## config.mk

```make
export PLATFORM = sky130hd
export DESIGN_NAME = ram_word_master_flat
export DESIGN_NICKNAME = d
export VERILOG_FILES = /design/src/rtl/ram_word_pkg.sv /design/src/rtl/ram_word_master_if.sv /design/src/rtl/ram_word_master.sv /design/src/flat_wrapper.sv
export SDC_FILE = /design/constraint.sdc
export NUM_CORES = 1
export LEC_CHECK = 0
export CORE_ASPECT_RATIO = 1.1
export CORE_MARGIN = 2
export CORE_UTILIZATION = 50
export CTS_CLUSTER_SIZE = 14
export DETAILED_ROUTE_END_ITERATION = 16
export HOLD_SLACK_MARGIN = 0.05
export PLACE_DENSITY = 0.77
export SLEW_MARGIN = 20
export SYNTH_ARGS = -nofsm -noshare
export SYNTH_HDL_FRONTEND = slang
export SYNTH_SLANG_ARGS = --single-unit
```

## constraint.sdc

```tcl
create_clock -name clk -period 2.7 [get_ports clk]
set_clock_uncertainty 0.15 [all_clocks]
set_input_delay 0.27 -clock clk [delete_from_list [all_inputs] [get_ports clk]]
set_output_delay 0.27 -clock clk [all_outputs]
set_load 0.02 [all_outputs]
```

## src/rtl/ram_word_pkg.sv

```systemverilog
// Shared types and helpers for the word-to-byte RAM initiator.
package ram_word_pkg;

  typedef enum logic [1:0] {IDLE, WR, RD, DONE} rwm_state_t;

  localparam int WORD_BYTES = 4;

  // Pick byte k (little-endian lane order) out of a 32-bit word.
  function automatic logic [7:0] get_byte(input logic [31:0] w, input logic [1:0] k);
    return w[{k, 3'b000} +: 8];
  endfunction

endpackage

```

## src/rtl/ram_word_master_if.sv

```systemverilog
// Core-side request port and byte-RAM port of the word initiator.
interface ram_word_master_if
  import ram_word_pkg::*;
#(
  parameter int AW = 10
) ();

  logic                    i_req;
  logic                    i_we;
  logic [AW-1:0]           i_addr;
  logic [31:0]             i_wdata;
  logic [WORD_BYTES-1:0]   i_be;
  logic                    o_ready;
  logic                    o_ack;
  logic [31:0]             o_rdata;
  logic                    ram_we;
  logic [AW-1:0]           ram_waddr;
  logic [7:0]              ram_wdata;
  logic [AW-1:0]           ram_raddr;
  logic [7:0]              ram_rdata;

  modport master (
    input  i_req, i_we, i_addr, i_wdata, i_be, ram_rdata,
    output o_ready, o_ack, o_rdata, ram_we, ram_waddr, ram_wdata, ram_raddr
  );

  modport slave (
    output i_req, i_we, i_addr, i_wdata, i_be, ram_rdata,
    input  o_ready, o_ack, o_rdata, ram_we, ram_waddr, ram_wdata, ram_raddr
  );

endinterface

```

## src/rtl/ram_word_master.sv

```systemverilog
// Splits 32-bit requests into four sequential byte accesses on a byte-wide
// simple-dual-port RAM and reassembles read bytes into a word.
module ram_word_master
  import ram_word_pkg::*;
#(
  parameter int AW = 10
) (
  input  logic             clk,
  input  logic             rst_n,
  ram_word_master_if.master bus
);

  localparam int WW = AW - 2;

  localparam logic [1:0] ST_IDLE = IDLE;
  localparam logic [1:0] ST_WR   = WR;
  localparam logic [1:0] ST_RD   = RD;
  localparam logic [1:0] ST_DONE = DONE;

  localparam logic [2:0] LAST_BYTE = 3'(WORD_BYTES - 1);
  localparam logic [2:0] RD_LAST   = 3'(WORD_BYTES);

  logic [1:0]    state_r;
  logic [2:0]    cnt_r;
  logic [WW-1:0] word_r;
  logic [31:0]   wdata_r;
  logic [3:0]    be_r;
  logic          ready_r;
  logic          ack_r;
  logic [31:0]   rdata_r;
  logic          ram_we_r;
  logic [AW-1:0] ram_waddr_r;
  logic [7:0]    ram_wdata_r;
  logic [AW-1:0] ram_raddr_r;

  logic [1:0]    nxt_idx_s;
  logic [1:0]    cap_idx_s;
  logic          addr_lo_unused_s;

  // Word requests are always aligned; the low address bits carry no meaning.
  assign addr_lo_unused_s = ^bus.i_addr[1:0];

  assign nxt_idx_s = cnt_r[1:0] + 2'd1;
  // Read data trails the address by one cycle, so byte cnt-1 arrives now.
  assign cap_idx_s = cnt_r[1:0] - 2'd1;

  // Request sequencer: accept, byte-by-byte write or read, one-cycle ack.
  always_ff @(posedge clk or negedge rst_n) begin
    if (!rst_n) begin
      state_r     <= ST_IDLE;
      cnt_r       <= 3'd0;
      word_r      <= '0;
      wdata_r     <= 32'd0;
      be_r        <= 4'd0;
      ready_r     <= 1'b1;
      ack_r       <= 1'b0;
      rdata_r     <= 32'd0;
      ram_we_r    <= 1'b0;
      ram_waddr_r <= '0;
      ram_wdata_r <= 8'd0;
      ram_raddr_r <= '0;
    end else begin
      case (state_r)
        ST_IDLE: begin
          if (bus.i_req) begin
            word_r  <= bus.i_addr[AW-1:2];
            wdata_r <= bus.i_wdata;
            be_r    <= bus.i_be;
            cnt_r   <= 3'd0;
            ready_r <= 1'b0;
            if (bus.i_we) begin
              state_r     <= ST_WR;
              ram_we_r    <= bus.i_be[0];
              ram_waddr_r <= {bus.i_addr[AW-1:2], 2'b00};
              ram_wdata_r <= get_byte(bus.i_wdata, 2'd0);
            end else begin
              state_r     <= ST_RD;
              ram_raddr_r <= {bus.i_addr[AW-1:2], 2'b00};
            end
          end
        end
        ST_WR: begin
          if (cnt_r == LAST_BYTE) begin
            state_r  <= ST_DONE;
            ram_we_r <= 1'b0;
            ack_r    <= 1'b1;
          end else begin
            cnt_r       <= cnt_r + 3'd1;
            ram_we_r    <= be_r[nxt_idx_s];
            ram_waddr_r <= {word_r, nxt_idx_s};
            ram_wdata_r <= get_byte(wdata_r, nxt_idx_s);
          end
        end
        ST_RD: begin
          if (cnt_r != 3'd0) begin
            rdata_r[{cap_idx_s, 3'b000} +: 8] <= bus.ram_rdata;
          end
          if (cnt_r == RD_LAST) begin
            state_r <= ST_DONE;
            ack_r   <= 1'b1;
          end else begin
            cnt_r <= cnt_r + 3'd1;
            if (cnt_r < LAST_BYTE) begin
              ram_raddr_r <= {word_r, nxt_idx_s};
            end
          end
        end
        ST_DONE: begin
          state_r <= ST_IDLE;
          ack_r   <= 1'b0;
          ready_r <= 1'b1;
        end
        default: begin
          state_r  <= ST_IDLE;
          ack_r    <= 1'b0;
          ready_r  <= 1'b1;
          ram_we_r <= 1'b0;
        end
      endcase
    end
  end

  assign bus.o_ready   = ready_r;
  assign bus.o_ack     = ack_r;
  assign bus.o_rdata   = rdata_r;
  assign bus.ram_we    = ram_we_r;
  assign bus.ram_waddr = ram_waddr_r;
  assign bus.ram_wdata = ram_wdata_r;
  assign bus.ram_raddr = ram_raddr_r;

endmodule

```

## src/flat_wrapper.sv

```systemverilog
// flat-port wrapper written by rule: the top's interface ports become plain ports
module ram_word_master_flat import ram_word_pkg::*;
#(
  parameter int AW = 10
)
  (clk, rst_n, bus_i_req, bus_i_we, bus_i_addr, bus_i_wdata, bus_i_be, bus_ram_rdata, bus_o_ready, bus_o_ack, bus_o_rdata, bus_ram_we, bus_ram_waddr, bus_ram_wdata, bus_ram_raddr);
  ram_word_master_if #(.AW(AW)) bus_i ();
  input  logic clk;
  input  logic rst_n;
  input wire logic [$bits(bus_i.i_req)-1:0] bus_i_req;
  input wire logic [$bits(bus_i.i_we)-1:0] bus_i_we;
  input wire logic [$bits(bus_i.i_addr)-1:0] bus_i_addr;
  input wire logic [$bits(bus_i.i_wdata)-1:0] bus_i_wdata;
  input wire logic [$bits(bus_i.i_be)-1:0] bus_i_be;
  input wire logic [$bits(bus_i.ram_rdata)-1:0] bus_ram_rdata;
  output wire logic [$bits(bus_i.o_ready)-1:0] bus_o_ready;
  output wire logic [$bits(bus_i.o_ack)-1:0] bus_o_ack;
  output wire logic [$bits(bus_i.o_rdata)-1:0] bus_o_rdata;
  output wire logic [$bits(bus_i.ram_we)-1:0] bus_ram_we;
  output wire logic [$bits(bus_i.ram_waddr)-1:0] bus_ram_waddr;
  output wire logic [$bits(bus_i.ram_wdata)-1:0] bus_ram_wdata;
  output wire logic [$bits(bus_i.ram_raddr)-1:0] bus_ram_raddr;
  assign bus_i.i_req = bus_i_req;
  assign bus_i.i_we = bus_i_we;
  assign bus_i.i_addr = bus_i_addr;
  assign bus_i.i_wdata = bus_i_wdata;
  assign bus_i.i_be = bus_i_be;
  assign bus_i.ram_rdata = bus_ram_rdata;
  assign bus_o_ready = bus_i.o_ready;
  assign bus_o_ack = bus_i.o_ack;
  assign bus_o_rdata = bus_i.o_rdata;
  assign bus_ram_we = bus_i.ram_we;
  assign bus_ram_waddr = bus_i.ram_waddr;
  assign bus_ram_wdata = bus_i.ram_wdata;
  assign bus_ram_raddr = bus_i.ram_raddr;
  ram_word_master #(.AW(AW)) u_core (.clk(clk), .rst_n(rst_n), .bus(bus_i));
endmodule
```

==> impl_results.md <==
* Status: finished clean
* Leakage at a little over 0.003 uW
* Worst-path clk slew at 0.07 ns
* Gr usage total at 0.211
* Initial Util at 0.509
* Tightest Pin Transition at approximately 0.65 ns
* DR WL/cell at 17.1 um
* Root buffer cell: clkbuf_16
* Post-Syn Nets at ~480
* Worst EP arrival at 2.41 ns
* Worst r2r path cells at 6
* Syn Area/Cell at between 10 and 15 um^2
* Distinct cells, synth at 42
* Largest cells by area after synthesis: dfrtp_1 53%, mux2_2 18%, mux2i_1 8.7%
* Chip Height at 112 um
* Setup bufs post-CTS at 0
* H-tree depth at 3
* Vias in the first global route at roughly 3.8k
* #FFs+latches synth at about 110
* Area share of the largest cell type after synthesis at 0.527
* Final core utilization at 0.669
* Period minus WS final at roughly 2.3 ns
* Async SR Flop Fraction at 1.00
* GRT overflow at 0
* Area Growth Syn to Fin at 31.3%
* Routed via count at approximately 3.6k
* Most frequent cells in the layout: 117 x clkdlybuf4s50_1, 111 x dfrtp_1, 83 x mux2_2, 46 x mux2i_1, 34 x inv_1
* Drt total wl at between 10000 and 15000 um
* DRC violation total after the first TritonRoute iteration at between 100 and 150
* EDFF count, synth at 0
* Peak supply drop at about 0.66 mV
* Most common cell after layout, fill and taps aside: clkdlybuf4s50_1
* Req. time, crit path at 2.81 ns
* Inserted Diodes at 0
* Final net count at just under 600
* Reg area at 2800 um^2
* Fin crit share at 0.851
* Die area at 11400 um^2
* RSZ-0062 raised after global routing: false
* Worst-Skew Late Latency at around 0.35 ns
* Slew Viols, Final at 0
* CP max FO at 11
* Total CTS buffers at 9
* IO Port Bufs at 118
* CP startpoint kind: flop
* Fill count at 780
* Drt via density at approximately 5.4
* CP Class: flop to flop
* Routability-driven placement congestion ratio at roughly 0.77
* Multi-input logic area at 2220 um^2
* Normalized max-slew margin at 0.565
* Critical Path Sink Type: flop
* Share of cells above drive strength 1 at 0.228
* Largest net degree at the start of global routing at between 50 and 60
* Ports at ~120
* Synth Flop Type: dfrtp_1
* Setup TNS at 0 ns
* Mapped Area at roughly 5300 um^2
* Power Dens Cells at between 1000 and 1500 nW/um^2
* DRC viols at 0
* # setup viols final at 0
* Hold Crit Class: input port to asynchronous set/reset pin
* DIE WIDTH at slightly above 100 um
* Total iterations of the first detailed-routing run at 4
* Post-synthesis sequential area ratio at 0.532
* Fmax at between 0.4 and 0.5 GHz
* Max-cap violations at 0
* Synth warn at 0
* Clock sink count at 112
* FP Rows at 39
* First-pass GRT wire length at ~19000 um
* Buffer levels on the longest clock path at 2
* CTS tree: done
* Cell count after synthesis at 407
* Initial antenna violation count at 0
* Dpl hpwl at between 8000 and 9000 um
* Post-synth top area cell: dfrtp_1
* Core footprint at between 10000 and 15000 um^2
* Final Hold Fails at 0
* DRT antenna net count at 0
layout make-up:
class / count / area share
inverter: 34 / 0.0185
multi-input combinational: 241 / 0.320
clock inverter: 3 / 0.00995
timing repair buffer: 129 / 0.186
sequential: 112 / 0.405
clock buffer: 11 / 0.0336
tap: 143 / 0.0259
worst max-delay path, stage by stage, from the launching register on:
cell     delay, ns
dfrtp_1       0.55
inv_1         0.19
ha_1          0.36
buf_4         0.18
nor3b_2       0.49
nand2_1       0.12
mux2i_1       0.17
stage by stage:
step | instance area, um^2 | hold slack (ns) | setup WS, ns | std cells | total power [uW]
2_1_floorplan | 5270 | -0.176 | 0.343 | 407 | 5240
6_report | 6920 | 0.316 | 0.402 | 673 | 7880
4_1_cts | 6920 | 0.334 | 0.390 | 673 | 7950
3_3_place_gp | 6610 | 0.136 | 0.483 | 658 | 6420
3_5_place_dp | 6610 | 0.142 | 0.407 | 658 | 6530
5_1_grt | 6920 | 0.357 | 0.248 | 673 | 8340
power breakdown:
part / switching (uW) / internal (uW)
Sequential: 409 / 2390
Clock: 575 / 806
Combinational: 1750 / 1940
registers in the layout, summed over array words and instances, names as in the netlist:
register              count
u_core.cnt_r              3
u_core.wdata_r           32
u_core.word_r             8
u_core.bus.o_rdata       32
u_core.bus.ram_waddr     10
u_core.state_r            2
u_core.bus.o_ack          1
u_core.bus.ram_we         1
u_core.bus.o_ready        1
u_core.be_r               4
u_core.bus.ram_raddr     10
u_core.bus.ram_wdata      8
worst paths after layout:
kind,from,to,slack (ns)
max,u_core.cnt_r[0],u_core.bus.o_rdata[10],0.40
min,rst_n,u_core.state_r[0],0.32
max reg2reg,u_core.cnt_r[0],u_core.bus.o_rdata[10],0.40
min reg2reg,u_core.bus.o_ready,u_core.bus.o_ready,0.34
max in group asynchronous,rst_n,u_core.wdata_r[17],1.39
min in group clk,u_core.bus.o_ready,u_core.bus.o_ready,0.34
metal layers:
metal / vias to the layer above / track usage / share of wire
li1: 1663 / - / -
met3: 19 / 0.0559 / 0.062
met1: 1809 / 0.269 / 0.43
met5: - / 0 / 0
met2: 114 / 0.351 / 0.49
met4: 0 / 0.0649 / 0.018
synthesized netlist by cell type (3+ instances only):
| master | count |
|---|---|
| buf_2 | 11 |
| nor2b_1 | 3 |
| ha_1 | 12 |
| buf_6 | 4 |
| nand2_1 | 30 |
| o21ai_0 | 3 |
| nor2_1 | 9 |
| inv_1 | 34 |
| nand2b_1 | 3 |
| o211ai_2 | 3 |
| dfrtp_1 | 111 |
| nand3_1 | 4 |
| a221oi_1 | 7 |
| a21oi_1 | 4 |
| a22o_1 | 9 |
| mux2_2 | 83 |
| mux2i_1 | 46 |
what timing repair did:
| action | 4_1_cts | 5_1_grt |
|---|---|---|
| gates resized for setup | 0 | 0 |
| endpoints found under the hold margin | 38 | 0 |
| setup endpoints to repair | 0 | 0 |
| hold buffers | 1 | 0 |
cell families after synthesis:
logic type	count (synthesis)	synth area share
flip-flops	112	0.532
adder cells (fa/ha/maj)	12	0.0285
multiplexers	130	0.269
buffers and inverters	54	0.0477
AND/OR/NAND/NOR	61	0.0601
AO/OA/AOI/OAI	38	0.0625
(Power assumes the default switching activity.)
